$ cat src/rtl/perf_pkg.sv
// Shared types and default sizes for the perf event reader.
package perf_pkg;

    localparam int PERF_EVENT_NUM = 16;
    localparam int PERF_CNT_WIDTH = 32;

    typedef logic [PERF_CNT_WIDTH-1:0] perf_cnt_t;

    typedef enum logic [0:0] {
        IDLE,
        STREAM
    } perf_dump_state_t;

endpackage

$ cat src/rtl/perf_counter.sv
// Single event counter with increment and clear.
// Clear takes priority over increment.
// Optional build macro PERF_SATURATE_EN: when defined the counter sticks at all-ones
// instead of wrapping to zero.
module perf_counter #(
    parameter int W = 32
) (
    input  logic         clk,
    input  logic         rst,
    input  logic         inc,
    input  logic         clear,
    output logic [W-1:0] count
);

    // Count one per strobe; clear wins over a same-cycle strobe.
    always_ff @(posedge clk or posedge rst) begin
        if (rst) begin
            count <= '0;
        end else if (clear) begin
            count <= '0;
        end else if (inc) begin
`ifdef PERF_SATURATE_EN
            if (count != {W{1'b1}}) begin
                count <= count + W'(1);
            end
`else
            count <= count + W'(1);
`endif
        end
    end

endmodule

$ cat src/rtl/perf_event_reader.sv
// Perf event reader: one counter per event strobe, a registered random-access
// read port, and a snapshot dump stream with a valid/ready handshake.
// Optional build macro PERF_SATURATE_EN (applied inside perf_counter) makes
// counters saturate instead of wrap.
//
// Handshake: a dump beat transfers on a cycle where dump_valid and dump_ready
// are both high; while dump_ready is low the beat (idx, value, valid) holds.
module perf_event_reader
    import perf_pkg::*;
#(
    parameter int   EVENT_NUM = PERF_EVENT_NUM,
    parameter int   CNT_WIDTH = PERF_CNT_WIDTH,
    localparam int  IDX_WIDTH = $clog2(EVENT_NUM)
) (
    input  logic                 clk,
    input  logic                 rst,
    input  logic [EVENT_NUM-1:0] events,
    input  logic                 clear,
    input  logic                 rd_en,
    input  logic [IDX_WIDTH-1:0] rd_idx,
    output logic [CNT_WIDTH-1:0] rd_data,
    input  logic                 dump_req,
    output logic                 dump_busy,
    output logic                 dump_valid,
    input  logic                 dump_ready,
    output logic [IDX_WIDTH-1:0] dump_idx,
    output logic [CNT_WIDTH-1:0] dump_value,
    output logic                 dump_last
);

    logic [CNT_WIDTH-1:0] cnt  [EVENT_NUM];
    logic [CNT_WIDTH-1:0] snap [EVENT_NUM];

    perf_dump_state_t     state;
    perf_dump_state_t     state_nxt;
    logic [IDX_WIDTH-1:0] idx_nxt;
    logic                 snap_load;
    logic                 beat_adv;
    logic [CNT_WIDTH-1:0] rd_mux;
    logic [CNT_WIDTH-1:0] snap_mux;

    genvar g;
    generate
        for (g = 0; g < EVENT_NUM; g++) begin : g_cnt
            perf_counter #(.W(CNT_WIDTH)) u_cnt (
                .clk   (clk),
                .rst   (rst),
                .inc   (events[g]),
                .clear (clear),
                .count (cnt[g])
            );
        end
    endgenerate

    // Read mux over live counters; an index with no counter reads as zero.
    always_comb begin
        rd_mux = '0;
        for (int i = 0; i < EVENT_NUM; i++) begin
            if (rd_idx == IDX_WIDTH'(i)) begin
                rd_mux = cnt[i];
            end
        end
    end

    // Registered read result; holds when no read is requested.
    always_ff @(posedge clk or posedge rst) begin
        if (rst) begin
            rd_data <= '0;
        end else if (rd_en) begin
            rd_data <= rd_mux;
        end
    end

    // Snapshot value for the beat that follows the current one.
    always_comb begin
        snap_mux = '0;
        for (int i = 0; i < EVENT_NUM; i++) begin
            if (idx_nxt == IDX_WIDTH'(i)) begin
                snap_mux = snap[i];
            end
        end
    end

    // Dump FSM next state: accept a request only in IDLE, step on each handshake.
    always_comb begin
        state_nxt = state;
        idx_nxt   = dump_idx;
        snap_load = 1'b0;
        beat_adv  = 1'b0;
        case (state)
            IDLE: begin
                if (dump_req) begin
                    state_nxt = STREAM;
                    idx_nxt   = '0;
                    snap_load = 1'b1;
                end
            end
            STREAM: begin
                if (dump_ready) begin
                    if (dump_last) begin
                        state_nxt = IDLE;
                    end else begin
                        idx_nxt  = dump_idx + IDX_WIDTH'(1);
                        beat_adv = 1'b1;
                    end
                end
            end
            default: begin
                state_nxt = IDLE;
            end
        endcase
    end

    // Dump FSM state, beat index and beat value registers.
    always_ff @(posedge clk or posedge rst) begin
        if (rst) begin
            state      <= IDLE;
            dump_idx   <= '0;
            dump_value <= '0;
        end else begin
            state    <= state_nxt;
            dump_idx <= idx_nxt;
            if (snap_load) begin
                // Snapshot is being written this edge, so beat 0 comes straight
                // from the live counter it is copied from.
                dump_value <= cnt[0];
            end else if (beat_adv) begin
                dump_value <= snap_mux;
            end
        end
    end

    // Snapshot array: captured once per accepted dump request.
    always_ff @(posedge clk or posedge rst) begin
        if (rst) begin
            for (int i = 0; i < EVENT_NUM; i++) begin
                snap[i] <= '0;
            end
        end else if (snap_load) begin
            for (int i = 0; i < EVENT_NUM; i++) begin
                snap[i] <= cnt[i];
            end
        end
    end

    assign dump_busy  = (state == STREAM);
    assign dump_valid = (state == STREAM);
    assign dump_last  = (state == STREAM) && (dump_idx == IDX_WIDTH'(EVENT_NUM - 1));

endmodule
$ cat config.mk
export PLATFORM = sky130hd
export DESIGN_NAME = perf_event_reader
export DESIGN_NICKNAME = d
export VERILOG_FILES = /design/src/rtl/perf_pkg.sv /design/src/rtl/perf_counter.sv /design/src/rtl/perf_event_reader.sv
export SDC_FILE = /design/constraint.sdc
export NUM_CORES = 2
export LEC_CHECK = 0
export ABC_AREA = 0
export ABC_CLOCK_PERIOD_IN_PS = 82900
export CAP_MARGIN = 0
export CORE_MARGIN = 3
export CORE_UTILIZATION = 60
export DETAILED_ROUTE_END_ITERATION = 8
export PLACE_DENSITY = 0.77
export SYNTH_ARGS = -nofsm -noshare
export SYNTH_HDL_FRONTEND = slang
export SYNTH_SLANG_ARGS = --single-unit
$ cat constraint.sdc
create_clock -name clk -period 82.9 [get_ports clk]
set_input_delay 24.87 -clock clk [delete_from_list [all_inputs] [get_ports clk]]
set_output_delay 24.87 -clock clk [all_outputs]
set_load 0.1 [all_outputs]
## Word level (Yosys, flattened, before mapping)

Cells that the tools add are included.

- Add/subtract/negate cells: 17
- Eq/ne operators: 31
- Multiplexer cells: 77
- Bitwise operators: 1
- Reduce and logical (&&, ||, !) cells: 20

Operators by type and width:

| cell | number |
|---|---|
| 2-to-1 mux 32 bit | 66 |
| adder 32 x 1 -> 32 bit (second input constant) | 16 |
| == test 4 bit (second input constant) | 17 |
| nonzero test 2 bit | 17 |
| == test 4 x 3 -> 1 bit (second input constant) | 8 |
| == test 4 x 2 -> 1 bit (second input constant) | 4 |
| 2-to-1 mux 4 bit | 3 |
| == test 4 x 1 -> 1 bit (second input constant) | 2 |
| logical NOT 4 bit | 2 |
| case mux 4 bit (2 select lines) | 1 |
| 2-to-1 mux 1 bit | 6 |
| adder 4 x 1 -> 4 bit (second input constant) | 1 |
| case mux 1 bit (2 select lines) | 1 |
| logical AND 1 bit | 1 |
| NOT 1 bit | 1 |

- Bits in registers: 1093
- Input port bits: 26
- Output and inout port bits: 71
- Logic and storage cells: 182

## Depth between registers and ports, before layout

- Depth in word-level cells: 24
- Mapped depth: 12
- Gate-level depth less buffers: 10

## By module

A second synthesis with hierarchy kept.

- Cells, all modules: 6687
- Area, all modules: 58740.1 um^2

Modules (own cells, without submodules):

| module | instances | cells each | area an instance (um^2) | sequential area each (um^2) |
|---|---|---|---|---|
| perf_event_reader | 1 | 3743 | 30753.2 | 14538.9 |
| perf_counter | 16 | 184 | 1749.2 | 800.8 |

## Worst setup path after synthesis

No wires, ideal clock.

- Kind: reg-to-output
- Start: reg dump_idx[1]
- End: out dump_last
- Arrival: 2.184 ns
- Data required time: 58.030 ns
- Setup slack: 55.846 ns
- Stages on the path, launching flop included: 3
- Buffers on the path: 0
- Path through: dfrtp_1 -> ha_1 -> and4_1

- Word-level cells in the longest chain between the ends: 2

Ends and longest elaborated chain:

| item | RTL line | text |
|---|---|---|
| start: declaration | perf_event_reader.sv:26 | `output logic [IDX_WIDTH-1:0] dump_idx,` |
| start signal: assignment | perf_event_reader.sv:122 | `dump_idx <= idx_nxt;` |
| == test 4 bit | perf_event_reader.sv:148 | `assign dump_last = (state == STREAM) && (dump_idx == IDX_WIDTH'(EVENT_NUM - 1));` |
| logical AND 1 bit | perf_event_reader.sv:148 |  |
| end: declaration | perf_event_reader.sv:28 | `output logic dump_last` |

No other way between the ends.

## Worst setup path after layout

- Start: in dump_req
- End: reg dump_value[12]

- Word-level cells in the longest chain between the ends: 21
- Elaborated cells on any way between the ends: 39
- Classes of those cells: eq/ne: 15; mux: 22; reduce/logical: 2

Ends and longest elaborated chain:

| item | RTL line | text |
|---|---|---|
| start: declaration | perf_event_reader.sv:22 | `input logic dump_req,` |
| 2-to-1 mux 4 bit | perf_event_reader.sv:92 | `if (dump_req) begin` |
| case mux 4 bit (2 select lines) | perf_event_reader.sv:90 | `case (state)` |
| logical NOT 4 bit | perf_event_reader.sv:78 | `if (idx_nxt == IDX_WIDTH'(i)) begin` |
| 2-to-1 mux 32 bit (16 in series) | perf_event_reader.sv:78 |  |
| 2-to-1 mux 32 bit | perf_event_reader.sv:127 | `end else if (beat_adv) begin` |
| 2-to-1 mux 32 bit | perf_event_reader.sv:123 | `if (snap_load) begin` |
| end signal: assignment | perf_event_reader.sv:126 | `dump_value <= cnt[0];` |
| end signal: assignment | perf_event_reader.sv:128 | `dump_value <= snap_mux;` |
| end: declaration | perf_event_reader.sv:27 | `output logic [CNT_WIDTH-1:0] dump_value,` |

Several ways; a longest one is shown, not always the timed one. The select of a mux whose other input is x is not followed.
A chain may end at the register's enable or synchronous reset.

==> results.cfg <==
[sta]
max_freq_ghz = 0.03478
rsz0062_at_grt = false
skew_ns = 0.02935
period_share_pct = 34.68
finalSetupViolCount = 0
tightestPinTransition_ns = 1.446
fin_crit_ns = 28.75
slew_headroom_pct = 3.259
timing.final.hold_violations = 0
finalSetupTns_ns = 0
maxSlewViolCount = 0

[placed_design]
place_area_mm2 = 0.05586
gp_congestion = 1.019
dp_hpwl_mm = 145.4
io_buffers = 96

[die]
die_h_um = 306.2
num_io_pins = 97
die-area_mm2 = 0.09375
num_rows = 109
die_x_um = 306.2
initial_core_util_pct = 60.81
design.core.area_mm2 = 0.08892

[setup_path]
worst-path-max-fanout = 82
crit_path_end_kind = register
cp_slowest_cell = a2111oi_0
cp.arrival_ns = 29.31
cp_common_cell = buf_4
timing.rr.start = dump_idx[0]
critical_path_buf_inv_count = 4
critPathLaunch = dump_req
crit_path_start_kind = primary input
slowest_delay_ns = 0.90
cp_cell_sequence = clkdlybuf4s50_1 -> nor2b_4 -> buf_4 -> a211oi_2 -> nor2_4 -> buf_4 -> inv_2 -> mux2_2 -> a21oi_1 -> a211oi_1 -> a2111oi_0 -> o21ai_1
critical_path_required_ns = 83.46
r2r_setup_slack_ns = 78.20
critPathKind = primary input to register
path_delay_family = buffers and inverters

[cts]
cts_sinks = 1093
htree_levels = 3
numCtsBuffers = 115
post_cts_buffers = 0
cts_tree = yes
ctsHoldBuffers = 0
cts_root_buf = clkbuf_16
clk_pin_slew_ns = 0.06
cts_resized = 0
clk_path_buf_depth = 3
clock_latency_ns = 0.74

[logic_synthesis]
ys_seq_area_share_pct = 50.59
syn_area_per_cell_um2 = 8.739
synth-main-ff-cell = dfrtp_1
synthArstFlopShare_pct = 100.0
synth_edf_count = 0
synth_fp_nets = 6230
synth.area.top_cells = dfrtp_1 (51%), nand2_1 (13%), xor2_1 (4.9%)
yosysTopAreaCell = dfrtp_1
synth_top_area_share_pct = 50.59
syn-instance-count = 6187
synth_area_mm2 = 0.05407
synth.ff_latch_count = 1093
synth_cell_types = 88
ys.warnings.count = 0

[pwr]
switching_share_pct = 37.26
p_per_area_mw_per_mm2 = 26.57
seq_power_share_pct = 37.3
p_leak_nw = 28.16
internal_power_mw = 1.000
clkPwrFrac_pct = 35.2
pwr-share-comb_pct = 27.5
p_sw_uw = 594.0
ir_drop_v = 0.00002854

[grt]
grt_overflow = 0
track_usage_pct = 44.17
grtUsageMet2_pct = 63.76
grt_use_met1_pct = 58.71
gr-usage-met3_pct = 10.52
grt_pass1_wl_mm = 306.9
grt_max_degree = 200
grt_pass1_vias = 46220
antenna_found_initial = 11
grt_busiest_layer = met2

[flow_run]
maxCapViolations = 0

[final_layout]
drive_gt1_share_pct = 6.613
fin_area_mm2 = 0.06000
mostFrequentLayoutCells = nand2_1 (1874), dfrtp_1 (1093), nor2_1 (644)
nets = 6175
mostFrequentLayoutCell = nand2_1
area_growth_pct = 10.97

[min_path]
hp-start = snap[303]
hold_class = register to register

[drt]
wl_per_cell_um = 28.13
drt_first_pass_iters = 7
finalWirelength_mm = 208.1
vias = 49280
drc = 0
ant_nets = 0
drtIter0Drc = 8037
vias_per_cell = 6.661

[status]
status = finished clean
==> power groups by stage <==
stage | Sequential [mW] | Combinational [mW] | Clock (mW)
floorplan | 0.646 | 0.209 | 0
global placement | 0.601 | 0.414 | 0
detailed placement | 0.601 | 0.417 | 0
CTS | 0.591 | 0.420 | 0.563
global route | 0.594 | 0.449 | 0.586
finish | 0.594 | 0.438 | 0.562
==> kinds of logic after synthesis <==
| family | count (synthesis) | synth area share (%) |
|---|---|---|
| AO/OA/AOI/OAI | 906 | 11.00 |
| XOR/XNOR | 428 | 6.933 |
| adder cells (fa/ha/maj) | 17 | 0.3934 |
| buffers and inverters | 418 | 3.124 |
| flip-flops | 1093 | 50.59 |
| multiplexers | 104 | 2.617 |
| AND/OR/NAND/NOR | 3221 | 25.34 |
==> sequential cells by signal (all words and copies together), names as in the netlist <==
name and cells:
g_cnt.u_cnt.count 512, snap 512, dump_value 32, rd_data 32, dump_idx 4, dump_busy 1
==> final cells by class <==
type | instances | area, um2
fillers | 7165 | 28920
flip-flops and latches | 1093 | 27350
multi-input cells | 4676 | 25140
clock buffers | 169 | 3423
repair buffers | 193 | 1712
well taps | 1165 | 1458
clock inverters | 46 | 704.4
inverters | 53 | 206.4
diodes | 3 | 7.507
==> synthesized netlist by cell type (36+ instances only) <==
library cell  number
a21oi_1          191
a221oi_1          53
a22oi_1          100
a31oi_1           36
and3_1            83
and4_1            52
buf_2             68
clkbuf_1         272
dfrtp_1         1093
inv_1             49
mux2i_1           57
nand2_1         1874
nand3_1          223
nand4_1          103
nor2_1           654
nor3_1            64
o21ai_0          226
o22ai_1           84
or3_1             75
xnor2_1          128
xor2_1           300
==> per-layer routing <==
layer	part of all wire (%)	routed length (um)
met1	37	76600
met2	42	87160
met3	12	24450
met4	9.5	19830
met5	0.019	39
==> metrics by stage <==
step                power [mW]  utilization (%)  hold slack [ns]  worst slack [ns]  std cells
floorplan               0.8550                -           0.4370             27.26       6187
global placement         1.015            62.82           0.4537             53.71       7180
detailed placement       1.018            62.82           0.4578             53.62       7180
CTS                      1.574            67.47           0.4725             54.34       7395
global route             1.628            67.47           0.4847             54.05       7395
finish                   1.594            67.47           0.4729             54.15       7398
==> worst paths after layout <==
check / to / cells past startpoint
setup / recovery: dump_value[12] / 12
hold / removal: snap[303] / 2
setup reg to reg: dump_value[28] / 12
hold reg to reg: snap[303] / 2
max in group asynchronous: g_cnt[8].u_cnt.count[7] / 5
min in group asynchronous: g_cnt[2].u_cnt.count[27] / 2
==> tightest hold or removal path, stage by stage, from the launching register on <==
cell and delay (ns):
dfrtp_1 0.34, nand2_1 0.05, nand2_1 0.05
(Power assumes the default switching activity.)
